## src/rtl/ped_crossing_controller_pkg.sv

```systemverilog
// ped_pkg: shared types and defaults for the pedestrian crossing controller.
//   ped_state_t    : FSM state encoding (2 bits)
//   CNT_W          : width of the phase counter and the countdown output
//   *_DEF          : default phase lengths in clk cycles
//   lamps_illegal(): true unless exactly one vehicle lamp is lit
package ped_pkg;

  localparam int CNT_W         = 4;
  localparam int WALK_CYC_DEF  = 5;
  localparam int FLASH_CYC_DEF = 4;
  localparam int RED_CYC_DEF   = 10;

  typedef enum logic [1:0] {
    IDLE     = 2'd0,
    WAIT_RED = 2'd1,
    WALK     = 2'd2,
    FLASH    = 2'd3
  } ped_state_t;

  function automatic logic lamps_illegal(input logic red, input logic yellow, input logic green);
    logic [1:0] lit;
    lit = {1'b0, red} + {1'b0, yellow} + {1'b0, green};
    return lit != 2'd1;
  endfunction

endpackage

```

## src/rtl/ped_crossing_controller_btn_sync_edge.sv

```systemverilog
// btn_sync_edge: brings an asynchronous button into the clk domain and
// produces a registered one-cycle pulse on each rising edge.
//   clk  : clock
//   rst  : asynchronous active-high reset (all flops clear to 0)
//   din  : asynchronous level input
//   rise : one-cycle pulse, asserted two edges after din is first captured
module btn_sync_edge (
  input  logic clk,
  input  logic rst,
  input  logic din,
  output logic rise
);

  logic sync1;
  logic sync2;
  logic sync2_q;

  always_ff @(posedge clk or posedge rst) begin
    if (rst) begin
      sync1   <= 1'b0;
      sync2   <= 1'b0;
      sync2_q <= 1'b0;
      rise    <= 1'b0;
    end else begin
      sync1   <= din;
      sync2   <= sync1;
      sync2_q <= sync2;
      rise    <= sync2 & ~sync2_q;
    end
  end

endmodule

```

## src/rtl/ped_crossing_controller.sv

```systemverilog
// ped_crossing_controller: pedestrian WALK / DON'T WALK head slaved to the
// one-hot lamps of the upstream vehicle controller. A walk is granted only at
// the start of a vehicle red phase; illegal lamp combinations latch a fault.
//   clk, rst                        : clock, asynchronous active-high reset
//   ped_btn                         : pedestrian button (asynchronous)
//   veh_red, veh_yellow, veh_green  : upstream vehicle lamps
//   walk, dont_walk                 : pedestrian lamps (dont_walk flashes in clearance)
//   countdown                       : remaining clearance cycles in FLASH, else 0
//   req_pending                     : request latched, waiting for next red
//   req_ack                         : pulse on first WALK cycle
//   abort                           : pulse when red drops during WALK/FLASH
//   fault                           : sticky illegal-lamp flag
//
// state    | meaning
// ---------+-----------------------------------------------------------
// IDLE     | no request, DON'T WALK solid (also the only state in fault)
// WAIT_RED | request latched, waiting for the next vehicle red edge
// WALK     | WALK lit for WALK_CYC cycles
// FLASH    | DON'T WALK flashing with countdown for FLASH_CYC cycles
module ped_crossing_controller
  import ped_pkg::*;
#(
  parameter int WALK_CYC  = WALK_CYC_DEF,
  parameter int FLASH_CYC = FLASH_CYC_DEF,
  parameter int RED_CYC   = RED_CYC_DEF
) (
  input  logic             clk,
  input  logic             rst,
  input  logic             ped_btn,
  input  logic             veh_red,
  input  logic             veh_yellow,
  input  logic             veh_green,
  output logic             walk,
  output logic             dont_walk,
  output logic [CNT_W-1:0] countdown,
  output logic             req_pending,
  output logic             req_ack,
  output logic             abort,
  output logic             fault
);

  // The whole walk + clearance must end inside one red phase, with one
  // spare cycle for the red-edge detection latency.
  if (WALK_CYC < 1 || WALK_CYC > 15 || FLASH_CYC < 1 || FLASH_CYC > 15 ||
      WALK_CYC + FLASH_CYC > RED_CYC - 1) begin : g_param_err
    $error("ped_crossing_controller: illegal WALK_CYC/FLASH_CYC/RED_CYC combination");
  end

  localparam logic [CNT_W-1:0] WALK_LD  = CNT_W'(WALK_CYC);
  localparam logic [CNT_W-1:0] FLASH_LD = CNT_W'(FLASH_CYC);
  localparam logic [CNT_W-1:0] CNT_TC   = CNT_W'(1);

  ped_state_t       state_q, state_d;
  logic [CNT_W-1:0] cnt_q, cnt_d;
  logic             veh_red_q;
  logic             btn_rise;
  logic             red_rise;
  logic             illegal;

  logic             pend_d;
  logic             ack_d;
  logic             abort_d;
  logic             fault_d;
  logic             walk_d;
  logic             dont_walk_d;
  logic [CNT_W-1:0] countdown_d;

  btn_sync_edge u_btn (
    .clk  (clk),
    .rst  (rst),
    .din  (ped_btn),
    .rise (btn_rise)
  );

  // veh_red_q resets high so a red already lit at reset is not a fresh edge.
  assign red_rise = veh_red & ~veh_red_q;
  assign illegal  = lamps_illegal(veh_red, veh_yellow, veh_green);

  always_ff @(posedge clk or posedge rst) begin
    if (rst) begin
      state_q     <= IDLE;
      cnt_q       <= '0;
      veh_red_q   <= 1'b1;
      walk        <= 1'b0;
      dont_walk   <= 1'b1;
      countdown   <= '0;
      req_pending <= 1'b0;
      req_ack     <= 1'b0;
      abort       <= 1'b0;
      fault       <= 1'b0;
    end else begin
      state_q     <= state_d;
      cnt_q       <= cnt_d;
      veh_red_q   <= veh_red;
      walk        <= walk_d;
      dont_walk   <= dont_walk_d;
      countdown   <= countdown_d;
      req_pending <= pend_d;
      req_ack     <= ack_d;
      abort       <= abort_d;
      fault       <= fault_d;
    end
  end

  // Phase counter is a down-counter loaded on state entry; the phase ends on
  // the cycle it reads 1.
  always_comb begin
    state_d = state_q;
    cnt_d   = cnt_q;
    pend_d  = req_pending;
    ack_d   = 1'b0;
    abort_d = 1'b0;
    fault_d = fault | illegal;

    if (fault || illegal) begin
      state_d = IDLE;
      cnt_d   = '0;
      pend_d  = 1'b0;
    end else begin
      unique case (state_q)
        IDLE: begin
          if (btn_rise) begin
            state_d = WAIT_RED;
            pend_d  = 1'b1;
          end
        end
        WAIT_RED: begin
          // A press on this same edge is absorbed into the walk being granted.
          if (red_rise) begin
            state_d = WALK;
            cnt_d   = WALK_LD;
            pend_d  = 1'b0;
            ack_d   = 1'b1;
          end
        end
        WALK: begin
          if (!veh_red) begin
            state_d = req_pending ? WAIT_RED : IDLE;
            cnt_d   = '0;
            abort_d = 1'b1;
          end else if (cnt_q == CNT_TC) begin
            state_d = FLASH;
            cnt_d   = FLASH_LD;
          end else begin
            cnt_d = cnt_q - CNT_TC;
          end
        end
        FLASH: begin
          pend_d = req_pending | btn_rise;
          if (!veh_red) begin
            state_d = pend_d ? WAIT_RED : IDLE;
            cnt_d   = '0;
            abort_d = 1'b1;
          end else if (cnt_q == CNT_TC) begin
            state_d = pend_d ? WAIT_RED : IDLE;
            cnt_d   = '0;
          end else begin
            cnt_d = cnt_q - CNT_TC;
          end
        end
      endcase
    end
  end

  // Outputs are computed from the next state so the lamps are flop outputs.
  always_comb begin
    walk_d      = (state_d == WALK);
    countdown_d = '0;
    dont_walk_d = ~walk_d;
    if (state_d == FLASH) begin
      countdown_d = cnt_d;
      dont_walk_d = (state_q == FLASH) ? ~dont_walk : 1'b1;
    end
  end

endmodule

```

## config.mk

```make
export PLATFORM = sky130hd
export DESIGN_NAME = ped_crossing_controller
export DESIGN_NICKNAME = d
export VERILOG_FILES = /design/src/rtl/ped_crossing_controller_pkg.sv /design/src/rtl/ped_crossing_controller_btn_sync_edge.sv /design/src/rtl/ped_crossing_controller.sv
export SDC_FILE = /design/constraint.sdc
export NUM_CORES = 1
export LEC_CHECK = 0
export BUFFER_PORTS_ARGS = -buffer_cell sky130_fd_sc_hd__buf_2
export CAP_MARGIN = 20
export CORE_AREA = 8 8 52 54
export CTS_BUF_LIST = sky130_fd_sc_hd__clkbuf_8 sky130_fd_sc_hd__clkbuf_16
export CTS_CLUSTER_DIAMETER = 40
export DETAILED_ROUTE_END_ITERATION = 6
export DIE_AREA = 0 0 60 62
export GPL_TIMING_DRIVEN = 0
export PLACE_DENSITY = 0.78
export SYNTH_ARGS = -nofsm -noshare
export SYNTH_HDL_FRONTEND = slang
export SYNTH_SLANG_ARGS = --single-unit
```

## constraint.sdc

```tcl
create_clock -name clk -period 3.3 [get_ports clk]
set_input_delay 0 -clock clk [delete_from_list [all_inputs] [get_ports clk]]
set_output_delay 0 -clock clk [all_outputs]
set_load 0.05 [all_outputs]
```

# ---- Word level (Yosys, flattened, before mapping)
# Index checks and enable logic that the tools add are counted.
dict set report totals {
  reg_bits 21
  input_bits 6
  out_inout_bits 10
  wordCells 69
}
dict set report op_classes {
  n_addsub 3
  n_eq_ne 9
  n_mux 30
  bitwise_logic 8
  reduce_logical 5
}
# cell count
set ops {}
lappend ops {{$mux 4} 7}
lappend ops {{$mux 2} 7}
lappend ops {{$mux 1} 13}
lappend ops {{$pmux 4 s3} 1}
lappend ops {{$eq 2x2->1 const B} 4}
lappend ops {{$pmux 2 s4} 1}
lappend ops {{$eq 4x1->1 const B} 1}
lappend ops {{$not 1->1} 4}
lappend ops {{$reduce_bool 4->1} 1}
lappend ops {{$sub 4x1->4 const B} 1}
lappend ops {{$ne 3x2->1 const B} 1}
lappend ops {{$ne 3x3->1 const B} 1}
lappend ops {{$pmux 1 s3} 1}
lappend ops {{$reduce_and 3->1} 1}
lappend ops {{$add 1x1->2} 1}
lappend ops {{$add 2x1->2} 1}
lappend ops {{$and 1x1->1} 2}
lappend ops {{$eq 2x1->1 const B} 1}
lappend ops {{$logic_not 2->1} 1}
lappend ops {{$ne 2x1->1 const B} 1}
lappend ops {{$or 1x1->1} 2}
lappend ops {{$reduce_or 2->1} 1}
lappend ops {{$logic_or 1x1->1} 1}

# ---- Depth between registers and ports, before layout
dict set report depth {
  word_depth 9
  mapped_depth 7
  mapped_depth_nobuf 6
}

# ---- Hierarchy
# Synthesis repeated with hierarchy kept, for this count alone.
dict set report hier_totals {
  cells_unflattened 96
  area_unflattened_um2 1013.5
}
# mod instances cells_each area_per_inst_um2 seq_area_each_um2
set by_module_without_submodules {}
lappend by_module_without_submodules {ped_crossing_controller 1 90 895.9 427.9}
lappend by_module_without_submodules {btn_sync_edge 1 6 117.6 100.1}

# ---- Worst setup path after synthesis
# OpenSTA, ideal clock, no wires.
dict set report synth_path {
  path_kind {reg2reg}
  from {register cnt_q[0]}
  to {register countdown[3]}
  setup_time_ns 0.111
  arrival_ns 1.530
  required_ns 3.189
  slack_ns 1.658
  path_stages_with_launch 6
  path_buffers 0
  period_less_slack_ns 1.642
  path_cell_list {dfrtp_1 -> ha_1 -> nor3b_4 -> or2_1 -> a211o_1 -> a2111oi_2}
}
dict set report synth_between {
  elab_chain_cells 7
  elab_cells_between_ends 16
  cone_classes {add/sub (1); eq/ne (2); mux (13)}
}
# element line_no
set synth_lines {}
lappend synth_lines {{start: declaration} ped_crossing_controller.sv:54} ;# logic [CNT_W-1:0] cnt_q, cnt_d;
lappend synth_lines {{start signal: assignment} ped_crossing_controller.sv:93} ;# cnt_q <= cnt_d;
lappend synth_lines {{branches (longest 6 deep; another with $sub 4x1->4)} -}
lappend synth_lines {{$mux 4 (*)} ped_crossing_controller.sv:170} ;# if (state_d == FLASH) begin
lappend synth_lines {{named net countdown_d[3]} ped_crossing_controller.sv:66} ;# logic [CNT_W-1:0] countdown_d;
lappend synth_lines {{end signal: assignment} ped_crossing_controller.sv:97} ;# countdown <= countdown_d;
lappend synth_lines {{end: declaration} ped_crossing_controller.sv:35} ;# output logic [CNT_W-1:0] countdown,
# Mark *: on every way through the listed nets, which the timed path passes.
# A chain may end at the register's enable or synchronous reset.

# ---- Worst setup path after layout
dict set report layout_path {
  from {input port veh_red}
  to {register countdown[2]}
}
dict set report layout_between {
  elab_chain_cells 7
  elab_cells_between_ends 17
  cone_classes {add/sub (2); eq/ne (2); mux (11); bitwise (1); reduce/logical (1)}
}
# element line_no
set layout_lines {}
lappend layout_lines {{start: declaration} ped_crossing_controller.sv:30} ;# input logic veh_red,
lappend layout_lines {{$add 1x1->2} ped_crossing_controller_pkg.sv:22} ;# lit = {1'b0, red} + {1'b0, yellow} + {1'b0, green};
lappend layout_lines {{$add 2x1->2} ped_crossing_controller_pkg.sv:22}
lappend layout_lines {{$ne 2x1->1} ped_crossing_controller_pkg.sv:23} ;# return lit != 2'd1;
lappend layout_lines {{$logic_or 1x1->1} ped_crossing_controller.sv:115} ;# if (fault || illegal) begin
lappend layout_lines {{$mux 2} ped_crossing_controller.sv:115}
lappend layout_lines {{$eq 2x2->1} ped_crossing_controller.sv:170}
lappend layout_lines {{$mux 4 (*)} ped_crossing_controller.sv:170}
lappend layout_lines {{named net countdown_d[2]} ped_crossing_controller.sv:66}
# The timed path passes the listed nets; every way through them passes the cells marked *.

==> summary.txt <==
Biggest regs = cnt_q (4), countdown (4), state_q (2)
Initial Util = 0.545
TritonCTS Buffers = 3
Critical path's top delay family = buffers and inverters
Synth Area in Compound Gates = 0.167
Max transition margin = 0.485
Crit path max-delay cell type = dlygate4sd3_1
Share of cells above drive strength 1 = 0.264
R2r endpoint = countdown[2]
FFs w/ async S/R, synth = 1.00
Root Driver = clkbuf_8
Worst min path class = input pin to register
DR WL/cell = 15.4 um
Power per Cell Area = 368 nW/um2
Core footprint = 1900 um2
Largest net degree at the start of global routing = 22
Remaining DRCs = 0
Dpl hpwl = 1600 um
CTS sink cnt = 21
Post-synthesis mux area share = 0
GRT Util Overall = 0.137
DRT Pass-1 Iters = 4
Slew Limit Fails = 0
Post-Route WL = 2280 um
Final setup vio count = 0
Routability cong. = 0.913
Row cnt = 16
Hold Slack = 0.301 ns
DRT antenna net count = 0
Congestion Overflow GR = 0
Worst Min Path Start = veh_green
Initial DRC Count = 45
Worst-path fanout max = 9
Clock Path Buffers = 2
Die H = 62 um
Synth Area in XOR/XNOR = 0.00845
Register area share after synthesis = 0.510
Clock Latency Late Sink = 0.26 ns
Run status = complete, no violations
WP data arrival = 2.35 ns
Die ar. = 3720 um2
Peak supply drop = 0.000307 V
Most common cell after layout, fill and taps aside = dfrtp_1
Worst endpoint required time = 3.46 ns
Fin crit share = 0.664
Worst Tran Pin Value = 0.771 ns
Synthesized area per cell = 10.5 um2
Area delta synth->final = 17.9%
Syn Nets = 108
Min cycle time layout = 2.19 ns
DP Area = 1140 um2
Top Ports = 16
Setup crit end kind = register
Max H-tree Level = 1
Fmax = 457 MHz
Number of global-route vias before repair = 865
WP buf/inv = 3
Synthesized area = 1040 um2
Post-CTS sizing = 0
Post-synth EDFFs = 0
Leakage = 0.551 nW
Fin Clk Skew = 0.00579 ns
Synth cell types = 35
Reg2Reg Depth = 5
Hold Vio Cnt, Final = 0
Crit-path max cell delay = 0.52 ns
Antenna diode count = 0
Most frequent cells in the layout = dfrtp_1, buf_2, nor2_1
Final instance area = 1220 um2
Worst Hold Endpoint = cnt_q[0]
Largest family of logic cells by synthesized area = simple AND/OR/NAND/NOR gates
Via density = 5.63
Dominant synthesized flop cell = dfrtp_1
Adder-cell share of the synthesized area = 0.0435
Unrepaired setup endpoints after global routing = no
Die W = 60 um
Final TNS setup = 0 ns
Max-cap violations = 0
Warnings, synthesis = 0
Port bufs = 15
Total number of vias = 833
Seq cells post-synth = 21
Gate Count Post-Synth = 99
Synth Area in Simple Gates = 0.217
Crit-path cells = dlygate4sd3_1, buf_2, inv_1, fa_1, nor2_1, nand2_1, a211o_1, nor4b_2
Initial antenna violation count = 0
Clk slew on worst S/H paths = 0.08 ns
FF-to-FF setup slack = 1.42 ns
Kind of critical path = input pin to register
First-pass GRT wire length = 3770 um
Hold Path Stages = 6
Nets = 131
Crit path launch type = input pin
CTS tree = yes
Worst reg2reg startpoint = cnt_q[0]
-- through the flow --
step | instances | total power [mW] | setup slack, ns | util
floorplan | 99 | 0.279 | 1.66 | -
global placement | 141 | 0.286 | 1.43 | 0.602
detailed placement | 141 | 0.287 | 1.40 | 0.602
CTS | 148 | 0.454 | 1.13 | 0.642
global route | 148 | 0.467 | 0.967 | 0.642
finish | 148 | 0.450 | 1.11 | 0.642
-- area by class of cell --
cell class                 instances  area, um2
fill                             161        681
clock inverter                     1       5.00
buffer                             4       18.8
clock buffer                       3       41.3
timing repair buffer              18        105
sequential                        21        528
tap                               27       33.8
inverter                          10       37.5
multi-input combinational         64        452
-- repair_timing --
item,CTS,global route
endpoints found under the hold margin,21,0
buffers inserted,0,0
hold buffers,3,0
-- layer usage --
metal	track usage	up-vias	part of all wire
li1	-	388	-
met4	0.0884	0	0.027
met3	0.0370	10	0.056
met5	0	-	0
met1	0.143	401	0.39
met2	0.240	34	0.53
-- logic make-up after synthesis --
group | after synthesis
xor+xnor | 1
fa+ha+maj | 3
simple gates | 38
compound gates | 22
flops | 21
buf+inv | 14
-- Yosys cell counts, types with 2 or more instances --
cell      number  area, um2
a21oi_1        6       30.0
buf_2          3       15.0
dfstp_2        2       52.6
nand2b_1       4       25.0
ha_1           2       25.0
nor2_1        11       41.3
o21ai_1        2       10.0
o21ai_0        3       15.0
a211oi_1       2       15.0
nor3_1         6       30.0
inv_1         10       37.5
nand2_1        4       15.0
dfrtp_1       19        475
nor4_1         3       18.8
nor4b_2        2       30.0
-- worst reg2reg max path, cell delays in order (launching register included) --
cell     delay (ns)
dfrtp_1        0.44
ha_1           0.24
nor3b_4        0.18
or2_1          0.26
a211o_1        0.39
nor4b_2        0.27
-- report_power, final --
group / internal [mW] / leakage [nW] / switching, mW / total, mW
sequential: 0.261 / 0.273 / 0.00158 / 0.262
clock: 0.0841 / 0.0255 / 0.0809 / 0.165
combinational: 0.00804 / 0.253 / 0.0141 / 0.0221
total: 0.353 / 0.551 / 0.0965 / 0.450
-- worst max path at each step --
stage	from	slack, ns	cells past startpoint	to
after global routing	veh_red	0.97	8	countdown[3]
after detailed placement	veh_red	1.40	7	countdown[3]
after global placement	veh_red	1.43	7	countdown[3]
final	veh_red	1.11	8	countdown[2]
after CTS	veh_red	1.13	8	countdown[2]
after floorplan	cnt_q[0]	1.66	5	countdown[3]
Power figures use the tool's default switching activity.
